--- src/rtl/mpadder_arbiter_pkg.sv ---
// Shared encodings for the two-client mpadder arbiter.
package mpadder_arbiter_pkg;

    typedef enum logic [1:0] {
        ST_IDLE  = 2'd0,
        ST_ISSUE = 2'd1,
        ST_WAIT  = 2'd2,
        ST_RESP  = 2'd3
    } state_t;

    localparam logic CL0 = 1'b0;
    localparam logic CL1 = 1'b1;

endpackage

--- src/rtl/mpadder_arbiter_rr_arb2.sv ---
// Two-way round-robin pick: single requester wins, contention goes to the client not served last.
module mpadder_arbiter_rr_arb2
    import mpadder_arbiter_pkg::*;
(
    input  logic [1:0] i_req,
    input  logic       i_last,
    output logic [1:0] o_gnt
);

    always_comb begin
        o_gnt = '0;
        if (i_req[CL0] && i_req[CL1]) begin
            if (i_last == CL1) begin
                o_gnt[CL0] = 1'b1;
            end else begin
                o_gnt[CL1] = 1'b1;
            end
        end else begin
            o_gnt = i_req;
        end
    end

endmodule

--- src/rtl/mpadder_arbiter.sv ---
// Shares one start/done mpadder between two clients with round-robin grant and a hang timeout.
module mpadder_arbiter
    import mpadder_arbiter_pkg::*;
#(
    parameter int unsigned WIDTH   = 128,
    parameter int unsigned TIMEOUT = 15
) (
    input  logic             clk,
    input  logic             resetn,
    input  logic             req0,
    input  logic [WIDTH-1:0] a0,
    input  logic [WIDTH-1:0] b0,
    input  logic             req1,
    input  logic [WIDTH-1:0] a1,
    input  logic [WIDTH-1:0] b1,
    output logic             gnt0,
    output logic             gnt1,
    output logic             done0,
    output logic             done1,
    output logic [WIDTH:0]   result,
    output logic             err,
    output logic             add_start,
    output logic [WIDTH-1:0] add_A,
    output logic [WIDTH-1:0] add_B,
    input  logic [WIDTH:0]   add_C,
    input  logic             add_done
);

    localparam int unsigned CW = $clog2(TIMEOUT + 1);

    state_t           r_state;
    state_t           w_state_next;
    logic             r_last;
    logic             r_win;
    logic [1:0]       r_gnt;
    logic [WIDTH-1:0] r_op_a;
    logic [WIDTH-1:0] r_op_b;
    logic [WIDTH:0]   r_result;
    logic             r_err;
    logic [CW-1:0]    r_cnt;
    logic [1:0]       w_pick;
    logic             w_timeout;

    mpadder_arbiter_rr_arb2 u_arb (
        .i_req  ({req1, req0}),
        .i_last (r_last),
        .o_gnt  (w_pick)
    );

    assign w_timeout = (r_cnt == CW'(TIMEOUT));

    always_ff @(posedge clk or negedge resetn) begin
        if (!resetn) begin
            r_state <= ST_IDLE;
        end else begin
            r_state <= w_state_next;
        end
    end

    always_comb begin
        w_state_next = r_state;
        unique case (r_state)
            ST_IDLE:  if (|w_pick) w_state_next = ST_ISSUE;
            ST_ISSUE: w_state_next = ST_WAIT;
            ST_WAIT:  if (add_done || w_timeout) w_state_next = ST_RESP;
            ST_RESP:  w_state_next = ST_IDLE;
        endcase
    end

    always_ff @(posedge clk or negedge resetn) begin
        if (!resetn) begin
            r_last   <= CL1;
            r_win    <= CL0;
            r_gnt    <= '0;
            r_op_a   <= '0;
            r_op_b   <= '0;
            r_result <= '0;
            r_err    <= 1'b0;
            r_cnt    <= '0;
        end else begin
            unique case (r_state)
                ST_IDLE: begin
                    if (|w_pick) begin
                        r_win  <= w_pick[CL1];
                        r_gnt  <= w_pick;
                        r_op_a <= w_pick[CL1] ? a1 : a0;
                        r_op_b <= w_pick[CL1] ? b1 : b0;
                    end
                end
                ST_ISSUE: r_cnt <= '0;
                ST_WAIT: begin
                    r_cnt <= r_cnt + CW'(1);
                    // A done arriving on the timeout cycle still counts as success.
                    if (add_done) begin
                        r_result <= add_C;
                    end else if (w_timeout) begin
                        r_result <= '0;
                        r_err    <= 1'b1;
                    end
                end
                ST_RESP: begin
                    r_last <= r_win;
                    r_gnt  <= '0;
                end
            endcase
        end
    end

    always_comb begin
        add_start = (r_state == ST_ISSUE);
        done0     = (r_state == ST_RESP) && (r_win == CL0);
        done1     = (r_state == ST_RESP) && (r_win == CL1);
        gnt0      = r_gnt[CL0];
        gnt1      = r_gnt[CL1];
        add_A     = r_op_a;
        add_B     = r_op_b;
        result    = r_result;
        err       = r_err;
    end

endmodule

--- config.mk ---
export PLATFORM = sky130hd
export DESIGN_NAME = mpadder_arbiter
export DESIGN_NICKNAME = d
export VERILOG_FILES = /design/src/rtl/mpadder_arbiter_pkg.sv /design/src/rtl/mpadder_arbiter_rr_arb2.sv /design/src/rtl/mpadder_arbiter.sv
export SDC_FILE = /design/constraint.sdc
export NUM_CORES = 1
export LEC_CHECK = 0
export ABC_AREA = 1
export BUFFER_PORTS_ARGS = -buffer_cell sky130_fd_sc_hd__buf_4
export CAP_MARGIN = 40
export CORE_AREA = 10 10 399 401
export CTS_CLUSTER_SIZE = 20
export DETAILED_ROUTE_END_ITERATION = 10
export DIE_AREA = 0 0 409 411
export GPL_ROUTABILITY_DRIVEN = 1
export HOLD_SLACK_MARGIN = 0.12
export SETUP_SLACK_MARGIN = 0.2
export SYNTH_ARGS = -nofsm -noshare
export SYNTH_HDL_FRONTEND = slang
export SYNTH_SLANG_ARGS = --single-unit
export TNS_END_PERCENT = 30
--- constraint.sdc ---
create_clock -name clk -period 2.2 [get_ports clk]
set_input_delay 0.11 -clock clk [delete_from_list [all_inputs] [get_ports clk]]
set_output_delay 0.11 -clock clk [all_outputs]
set_load 0.01 [all_outputs]
* Yosys cells after proc, flatten, opt, wreduce, memory -nomap -nowiden
Index checks and enable logic that the tools add are counted.
Storage, ports and cells: register bits after elaboration 396, input bits 646, output and inout port bits 391, logic and storage cells 45
Operators by class: add/subtract/negate cells 1, eq/ne operators 6, multiplexer cells 13, bitwise logic cells 2, reduce and logical (&&, ||, !) cells 14
Operators with widths (number):
- $mux 129 | 2
- $mux 128 | 2
- $mux 2 | 4
- $pmux 2 s4 | 1
- $pmux 4 s2 | 1
- $reduce_and 2->1 | 4
- $reduce_bool 2->1 | 3
- $add 4x1->4 const B | 1
- $eq 2x2->1 const B | 2
- $eq 4x4->1 const B | 1
- $ne 2x2->1 const B | 2
- $pmux 2 s2 | 1
- $logic_and 1x1->1 | 3
- $reduce_and 3->1 | 1
- $eq 2x1->1 const B | 1
- $logic_not 2->1 | 1
- $mux 1 | 2
- $not 1->1 | 2
- $reduce_or 2->1 | 1
- $logic_or 1x1->1 | 1

* Longest topological paths before layout
Gate-level depths: netlist of run 1.
depth after elaboration 5, depth in mapped cells 9, mapped depth without buffers 7

* Modules after synthesis
Synthesis of run 1 repeated with hierarchy kept, for this count alone.
Unflattened totals: cells, all modules 2539, area, all modules 18285.0 um2
Modules (own cells, without submodules):
- mpadder_arbiter | times used 1, cells an instance 2534, area an instance 18263.8 um2, sequential area each 9910.8 um2
- mpadder_arbiter_rr_arb2 | times used 1, cells an instance 5, area an instance 21.3 um2, sequential area each 0.0 um2

* Worst setup path before layout of run 1
Ideal clock, no wire load.
path kind reg-to-reg, from reg r_state[0], to reg r_result[118], in the netlist result[118], setup time 66 ps, arrival 1400 ps, data required time 2134 ps, slack 734 ps, cell stages (with the launch flop) 8, buffers on the path 3, path through dfrtp_1 > inv_1 > ha_1 > buf_2 > buf_4 > clkbuf_1 > nand3_1 > nand2_1
Between the ends: cells in the longest elaborated chain, start to end 2
Ends and longest elaborated chain:
- start, declared | line mpadder_arbiter.sv:31 | state_t r_state;
- start signal, assigned | line mpadder_arbiter.sv:56 | r_state <= w_state_next;
- $eq 2x2->1 | line mpadder_arbiter.sv:81 | unique case (r_state)
- $reduce_and 2->1 (no source line)
- end signal, assigned | line mpadder_arbiter.sv:77 | r_result <= '0;
- end signal, assigned | line mpadder_arbiter.sv:95 | r_result <= add_C;
- end signal, assigned | line mpadder_arbiter.sv:97 | r_result <= '0;
- end, declared | line mpadder_arbiter.sv:38 | logic [WIDTH:0] r_result;
No other way between the ends. A chain may end at the register's enable or synchronous reset.

* Worst setup path after layout of run 1
from reg r_state[0], to reg r_op_a[34], in the netlist add_A[34]
Between the ends: cells in the longest elaborated chain, start to end 2
Ends and longest elaborated chain:
- $logic_not 2->1 | line mpadder_arbiter.sv:81
- $reduce_and 2->1 (no source line)
- end signal, assigned | line mpadder_arbiter.sv:86 | r_op_a <= w_pick[CL1] ? a1 : a0;
- end, declared | line mpadder_arbiter.sv:36 | logic [WIDTH-1:0] r_op_a;
No other way between the ends.

==> impl_metrics.csv, run 1 <==
group,metric,value,unit
drt,wl_per_cell,20.3,µm
cells_and_area,post-route-cell-area,37700,µm²
timing,max_freq,534,MHz
job,drv_cap,0,
drt,top_layer,"met5",
drt,drtIter0Drc,2379,
cells_and_area,nNetsFinal,4861,
placement,gp_congestion,0.991,
critical_path,crit_required,2.75,ns
timing,final_max_slew_viol_count,0,
timing,holdWs,0.225,ns
cts,clk_pin_slew,0.06,ns
synth,synth_top_cells_by_area,"dfrtp_1 (52%), nand2_1 (31%), nand3_1 (10%)",
critical_path,timing.rr.end,"add_A[34]",
critical_path,endpoint_kind,"flop",
synth,syn_area_per_cell,7.36,µm²
global_routing,antenna_found_initial,38,
drt,viasPerCell,3.92,
floorplanning,std_cell_rows,143,
synth,yosys.area.top_type_share,52.3,%
cells_and_area,n_fill_cell,16110,
synth,synth_largest_area_cell,"dfrtp_1",
cells_and_area,instances_no_fill,6297,
power_and_ir_drop,p_int,24700,µW
critical_path,arrival,2.42,ns
power_and_ir_drop,combinationalPowerShare,48.4,%
power_and_ir_drop,total_power,42600,µW
cts,cts.sinks,396,
cts,clock_tree.root_cell,"clkbuf_16",
drt,met1Wirelength,49900,µm
cells_and_area,final_common_cell,"nand2_1",
synth,synth_area,18900,µm²
global_routing,grt_pass1_vias,24888,
floorplanning,fp.dieArea,168000,µm²
hold_path,worst_hold_path.endpoint,"result[62]",
placement,portBuffers,1036,
synth,yosysSeqAreaShare,52.4,%
power_and_ir_drop,power_frac_clock,21.4,%
cells_and_area,synthToLayoutAreaGrowth,99.7,%
timing,hold_viol,0,
drt,ant_nets,0,
power_and_ir_drop,swShare,42.1,%
power_and_ir_drop,p_leak,0.0199,µW
cts,cts_buffers,52,
timing,skew,0.0417,ns
power_and_ir_drop,p_per_area,1130,nW/µm²
placement,dpl.cell_count,5529,
floorplanning,initial_core_util,12.5,%
global_routing,grtUsageTotal,14.0,%
timing,slew_headroom,55.1,%
drt,drc,0,
placement,place_area,29200,µm²
floorplanning,dieHeight,411,µm
drt,wl_met2,61000,µm
drt,via_count,24661,
synth,synth_nets,3220,
hold_path,whs_path_depth,4,
timing,rsz0062_at_grt,"yes",
cts,cts_buffer_depth,3,
cells_and_area,multi_input_area,8080,µm²
timing,min_period_over_period,85.1,%
critical_path,worstSetupPathType,"flop to flop",
timing,period_minus_slack,1.87,ns
cells_and_area,final_layout_size_suffix_gt1_share,28.6,%
power_and_ir_drop,pwr-share-seq,30.2,%
floorplanning,pin_count,1037,
synth,yosys_warnings,0,
critical_path,reg2reg_depth,8,
placement,hpwl,93700,µm
synth,synthCells,2568,
run_status,status,"finished, final reports clean",
floorplanning,die_x,409,µm
drt,dr.pass1.iters,7,
timing,setup_viol,0,
hold_path,hp-class,"input port to flop",
power_and_ir_drop,max-vdd-ir-drop,0.000623,V
cts,htree_levels,2,
critical_path,rr_startpoint,"r_state[0]",
drt,wl_met3,10400,µm
critical_path,start_kind,"flop",
power_and_ir_drop,power_switching,17900,µW
hold_path,worstHoldStart,"add_C[62]",
global_routing,grt_pass1_wl,177000,µm
cells_and_area,regArea,9910,µm²
synth,ys_ff_latch,396,
global_routing,grt_max_degree,116,
cells_and_area,most-common-layout-cells,"nand2_1 (1,558), buf_4 (1,090), dlygate4sd3_1 (648)",
drt,wirelength,128000,µm
global_routing,overflow,0,
timing,worst_pin_slew,0.674,ns
timing,fin_setup_tns,0,ns
critical_path,rrSetupSlack,0.33,ns
critical_path,crit_fanout,66,
cts,clk_latency,0.66,ns
floorplanning,core,151000,µm²
synth,yosysUniqueCellTypes,21,
cts,cts_tree,"built",
-- registers in the layout (all words and copies together), names as in the netlist --
register  flops
add_A       128
r_gnt         2
r_win         1
err           1
result      129
r_last        1
add_B       128
r_cnt         4
r_state       2
-- stage by stage --
stage	worst slack, ns	utilization [%]
after floorplan	0.734	-
after detailed placement	0.235	19.3
after global routing	0.173	24.9
after CTS	0.203	24.8
final	0.328	25.0
after global placement	0.281	19.3
-- power by group through the flow --
stage / combinational (µW) / sequential (µW) / clock [µW]
final: 20600 / 12900 / 9110
after global routing: 22300 / 13200 / 9750
after CTS: 20700 / 12800 / 9470
after detailed placement: 19700 / 12800 / 0
after global placement: 19500 / 12800 / 0
after floorplan: 6890 / 14000 / 0
-- repair_timing --
item                                    4_1_cts  5_1_grt
hold buffers                                649        0
buffers inserted                              0        3
resized for setup                             0        7
endpoints found under the setup margin        0      110
hold endpoints to repair                    786        0
-- worst max-delay path: stages, from the launching register on --
cell     delay (ns)
dfrtp_1        0.41
inv_1          0.16
ha_2           0.30
nand2_8        0.12
inv_8          0.11
buf_12         0.18
buf_12         0.27
nand2_1        0.09
nand2_1        0.07
-- per-layer routing --
metal | track usage (%) | vias to the layer above
li1 | - | 11344
met1 | 16.6 | 11774
met2 | 23.5 | 1241
met3 | 3.89 | 272
met4 | 6.21 | 30
met5 | 0 | -
-- how the worst max path moves through the flow --
| stage | depth (start not counted) | to | slack [ns] | start |
|---|---|---|---|---|
| floorplan | 7 | result[118] | 0.73 | r_state[0] |
| global placement | 7 | add_A[15] | 0.28 | r_last |
| detailed placement | 7 | add_B[122] | 0.24 | r_last |
| CTS | 7 | add_B[122] | 0.20 | r_last |
| global route | 7 | result[100] | 0.17 | r_cnt[0] |
| finish | 8 | add_A[34] | 0.33 | r_state[0] |
-- cells in the mapped netlist --
cell         n
nand2_1   1559
dfrtp_1    395
nand3_1    393
buf_2      122
clkbuf_1    33
buf_4       23
inv_1        8
ha_1         6
nor2_1       5
a21oi_1      4
buf_1        4
o21ai_0      3
buf_6        2
inv_2        2
nand2_2      2
nand4_1      2
dfstp_2      1
nand2_4      1
nand3_2      1
o21bai_1     1
or2_2        1
-- layout make-up --
class                           count  area share [%]
Timing Repair Buffer             1770            40.6
Sequential cell                   396            26.3
Multi-Input combinational cell   1979            21.4
Tap cell                         2030            6.73
Clock buffer                       70            3.79
Clock inverter                     23           0.985
Antenna cell                       19           0.126
Inverter                           10           0.119
-- kinds of logic after synthesis --
group	after synthesis	synth area share, %
flops	396	52.4
compound gates	8	0.225
fa+ha+maj	6	0.397
buf+inv	194	5.20
simple gates	1964	41.7
(Power assumes the default switching activity.)
==> inputs of run 2 (changes only) <==
- ABC_AREA: 1 -> 0
- CORE_AREA: 10 10 399 401 -> 10 10 390 392
- CTS_BUF_LIST: default -> sky130_fd_sc_hd__clkbuf_4 sky130_fd_sc_hd__clkbuf_8
- DIE_AREA: 0 0 409 411 -> 0 0 400 402
- SLEW_MARGIN: default -> 25
==> impl_metrics.csv, run 2 <==
group,metric,value,unit
synth,yosysUniqueCellTypes,30,
synth,ys_ff_latch,396,
synth,yosys-top-cells-count,"a21oi_1 (514), dfrtp_1 (395), nand2_1 (258), nor2_1 (257), a22o_1 (130)",
synth,synth_nets,2396,
synth,synth-adder-area-share,0.451,%
synth,synth_area,16600,µm²
placement,hpwl,81500,µm
synth,yosys.area_share.simple,12.1,%
placement,dpl.cell_count,4657,
synth,synth_largest_area_cell,"dfrtp_1",
synth,synth_top_family_by_area,"compound AO/OA/AOI/OAI gates",
synth,synth-compound-area-share,23.0,%
floorplanning,initial_core_util,11.5,%
placement,post-place-ws,0.165,ns
placement,portBuffers,1036,
synth,synth-xor-area-share,0,%
synth,synthMuxAreaShare,0.180,%
cts,cts.sinks,396,
synth,synthArstFlopShare,100,%
placement,gp_congestion,0.872,
synth,yosysSeqAreaShare,59.5,%
floorplanning,die_x,400,µm
cts,clock_tree.root_cell,"clkbuf_8",
cts,cts_resized,2,
cts,cts_hold_buf,961,
floorplanning,dieHeight,402,µm
run_status,error_message,"[ERROR RSZ-0060] Max buffer count reached.",
synth,synth-main-ff-cell,"dfrtp_1",
cts,cts_buffer_depth,3,
run_status,lastStage,"clock tree synthesis (4_1_cts)",
floorplanning,pin_count,1037,
synth,synth_top_cells_by_area,"dfrtp_1 (59%), a21oi_1 (15%), a22o_1 (6.8%)",
cts,cts_buffers,78,
synth,yosysMostFrequentCell,"a21oi_1",
synth,syn_area_per_cell,9.54,µm²
synth,synthCells,1744,
run_status,status,"stopped before the end",
cts,post-cts-setup-buffer-count,0,
synth,yosys_warnings,0,
synth,yosys.area.top_type_share,59.4,%
cts,htree_levels,3,
floorplanning,std_cell_rows,140,
synth,synth_edf_count,0,
## run 2: cell count changes after synthesis, sizes merged, moves of 15 or more
cell and delta:
clkbuf -15, nand3 -388, nor2 +252, buf -25, a22o +130, a21oi +510
nand2 -1304
## run 2: per-stage QoR
stage                     hold slack [ns]  area, µm²
after detailed placement           0.0439      27200
after global placement             0.0476      27200
after floorplan                    -0.186      16600
## run 2: logic make-up after synthesis
group | Yosys count
and+or+nand+nor | 528
buffers and inverters | 151
adders and majority gates | 6
AOI/OAI and AO/OA | 660
muxes | 3
DFF | 396
==> inputs of run 3 (changes only) <==
- CORE_AREA: 10 10 390 392 -> 10 10 391 393
- CTS_BUF_LIST: sky130_fd_sc_hd__clkbuf_4 sky130_fd_sc_hd__clkbuf_8 -> default
- CTS_CLUSTER_SIZE: 20 -> default
- DIE_AREA: 0 0 400 402 -> 0 0 401 403
- HOLD_SLACK_MARGIN: 0.12 -> default
- PLACE_DENSITY_LB_ADDON: default -> 0.15
- SETUP_SLACK_MARGIN: 0.2 -> default
==> impl_metrics.csv, run 3 <==
group,metric,value,unit
run_status,status,"finished, final reports clean",
critical_path,crit_required,2.75,ns
timing,setup_viol,0,
timing,period_minus_slack,2.02,ns
synth,yosys-top-cells-count,"a21oi_1 (514), dfrtp_1 (395), nand2_1 (258), nor2_1 (257), a22o_1 (130)",
global_routing,grtUsageTotal,13.3,%
cts,htree_levels,2,
cells_and_area,most-common-layout-cells,"buf_4 (1,087), dlygate4sd3_1 (647), a21oi_1 (514)",
cts,cts_resized,0,
cts,clk_latency,0.63,ns
drt,wirelength,114000,µm
cts,clock_tree.root_cell,"clkbuf_16",
critical_path,crit_fanout,68,
floorplanning,pin_count,1037,
synth,ys_ff_latch,396,
synth,syn_area_per_cell,9.54,µm²
drt,drtIter0Drc,990,
job,drv_cap,0,
drt,wl_per_cell,21.1,µm
synth,yosys.area.top_type_share,59.4,%
global_routing,grt_pass1_vias,22122,
synth,synth_largest_area_cell,"dfrtp_1",
timing,rsz0062_at_grt,"no",
synth,synth_edf_count,0,
critical_path,arrival,2.56,ns
drt,dr.pass1.iters,5,
cts,cts.sinks,396,
drt,drc,0,
synth,synth-main-ff-cell,"dfrtp_1",
placement,hpwl,87800,µm
placement,gp_congestion,0.792,
cts,post-cts-setup-buffer-count,0,
cts,cts_tree,"built",
critical_path,start_kind,"flop",
cells_and_area,largest_register_ffs,129,
timing,skew,0.0180,ns
synth,yosys_warnings,0,
cells_and_area,synthToLayoutAreaGrowth,113,%
floorplanning,dieHeight,403,µm
synth,yosysUniqueCellTypes,30,
critical_path,endpoint_kind,"flop",
cts,cts_hold_buf,647,
power_and_ir_drop,max-vdd-ir-drop,0.000480,V
floorplanning,die_x,401,µm
timing,holdWs,0.0526,ns
drt,via_count,19827,
timing,max_freq,496,MHz
synth,synthArstFlopShare,100,%
power_and_ir_drop,p_leak,0.0165,µW
timing,fin_setup_tns,0,ns
timing,worst_pin_slew,0.628,ns
synth,synth_nets,2396,
synth,yosysSeqAreaShare,59.5,%
synth,synth_top_cells_by_area,"dfrtp_1 (59%), a21oi_1 (15%), a22o_1 (6.8%)",
power_and_ir_drop,total_power,42800,µW
synth,yosysMostFrequentCell,"a21oi_1",
cells_and_area,final_layout_size_suffix_gt1_share,35.0,%
placement,dpl.cell_count,4638,
critical_path,worstSetupPathType,"flop to flop",
global_routing,overflow,0,
floorplanning,std_cell_rows,140,
floorplanning,fp.dieArea,162000,µm²
cells_and_area,instances_no_fill,5385,
synth,synth_area,16600,µm²
hold_path,hp-class,"input port to async pin",
timing,slew_headroom,58.1,%
timing,hold_viol,0,
cts,cts_buffers,55,
power_and_ir_drop,p_per_area,1210,nW/µm²
timing,min_period_over_period,91.6,%
floorplanning,initial_core_util,11.5,%
global_routing,antenna_found_initial,5,
cts,clk_pin_slew,0.06,ns
cts,cts_buffer_depth,3,
global_routing,grt_pass1_wl,162000,µm
placement,portBuffers,1036,
cells_and_area,final_common_cell,"buf_4",
timing,final_max_slew_viol_count,0,
global_routing,grt_max_degree,69,
synth,synthCells,1744,
drt,viasPerCell,3.68,
drt,ant_nets,0,
cells_and_area,nNetsFinal,4077,
floorplanning,core,145000,µm²
-- run 3: cell counts after synthesis --
No cell type changed its count.
-- run 3: worst paths after layout --
check | from | endpoint | slack (ns) | depth (start not counted)
hold reg to reg | result[74] | result[74] | 0.49 | 1
min in group clk | add_C[8] | result[8] | 0.24 | 3
max in group asynchronous | resetn | add_B[115] | 1.35 | 3
setup reg to reg | r_state[0] | add_A[32] | 0.18 | 7
hold / removal | resetn | add_A[4] | 0.05 | 2
setup / recovery | r_state[0] | add_A[32] | 0.18 | 7
-- run 3: area by class of cell --
class	count	area, µm²
tap	1917	2400
inverter	7	26.3
sequential	396	9910
antenna	2	5.00
clock buffer	88	1700
multi-input combinational	1197	5980
fill	15860	110000
timing repair buffer	1768	15300
clock inverter	10	165
-- run 3: worst max-delay path: stages (launching register included) --
cell and delay (ns):
dfrtp_1 0.39, inv_1 0.09, ha_1 0.27, o21ai_4 0.12, buf_12 0.29, buf_12 0.31
a21oi_1 0.07, a21oi_1 0.17
-- run 3: logic make-up (layout without fill, tap and decap cells) --
family / Yosys count / after routing / synth area share (%)
AO/OA/AOI/OAI: 660 / 660 / 23.0
adder cells (fa/ha/maj): 6 / 6 / 0.451
buffers and inverters: 151 / 1873 / 4.71
flip-flops: 396 / 396 / 59.5
multiplexers: 3 / 3 / 0.180
other: 0 / 2 / 0
AND/OR/NAND/NOR: 528 / 528 / 12.1
-- run 3: per-layer routing --
| metal | vias to the layer above | track usage [%] | part of all wire [%] |
|---|---|---|---|
| li1 | 9341 | - | - |
| met1 | 9740 | 15.3 | 39 |
| met2 | 639 | 24.7 | 53 |
| met3 | 107 | 3.20 | 5.7 |
| met4 | 0 | 3.18 | 2.2 |
| met5 | - | 0 | 0 |
-- run 3: stage by stage --
step                worst slack, ns  utilization (%)  instance area, µm²
floorplan                     0.684                -               16600
global placement              0.238             18.7               27200
global route                 0.0325             24.5               35500
CTS                           0.183             24.5               35500
finish                        0.185             24.5               35500
detailed placement            0.201             18.7               27200
-- run 3: where the power goes --
group | leakage, µW | internal (µW) | switching (µW)
clock network | 0.000921 | 5720 | 3700
registers | 0.00459 | 10900 | 2240
logic | 0.0110 | 9540 | 10700
total | 0.0165 | 26200 | 16600
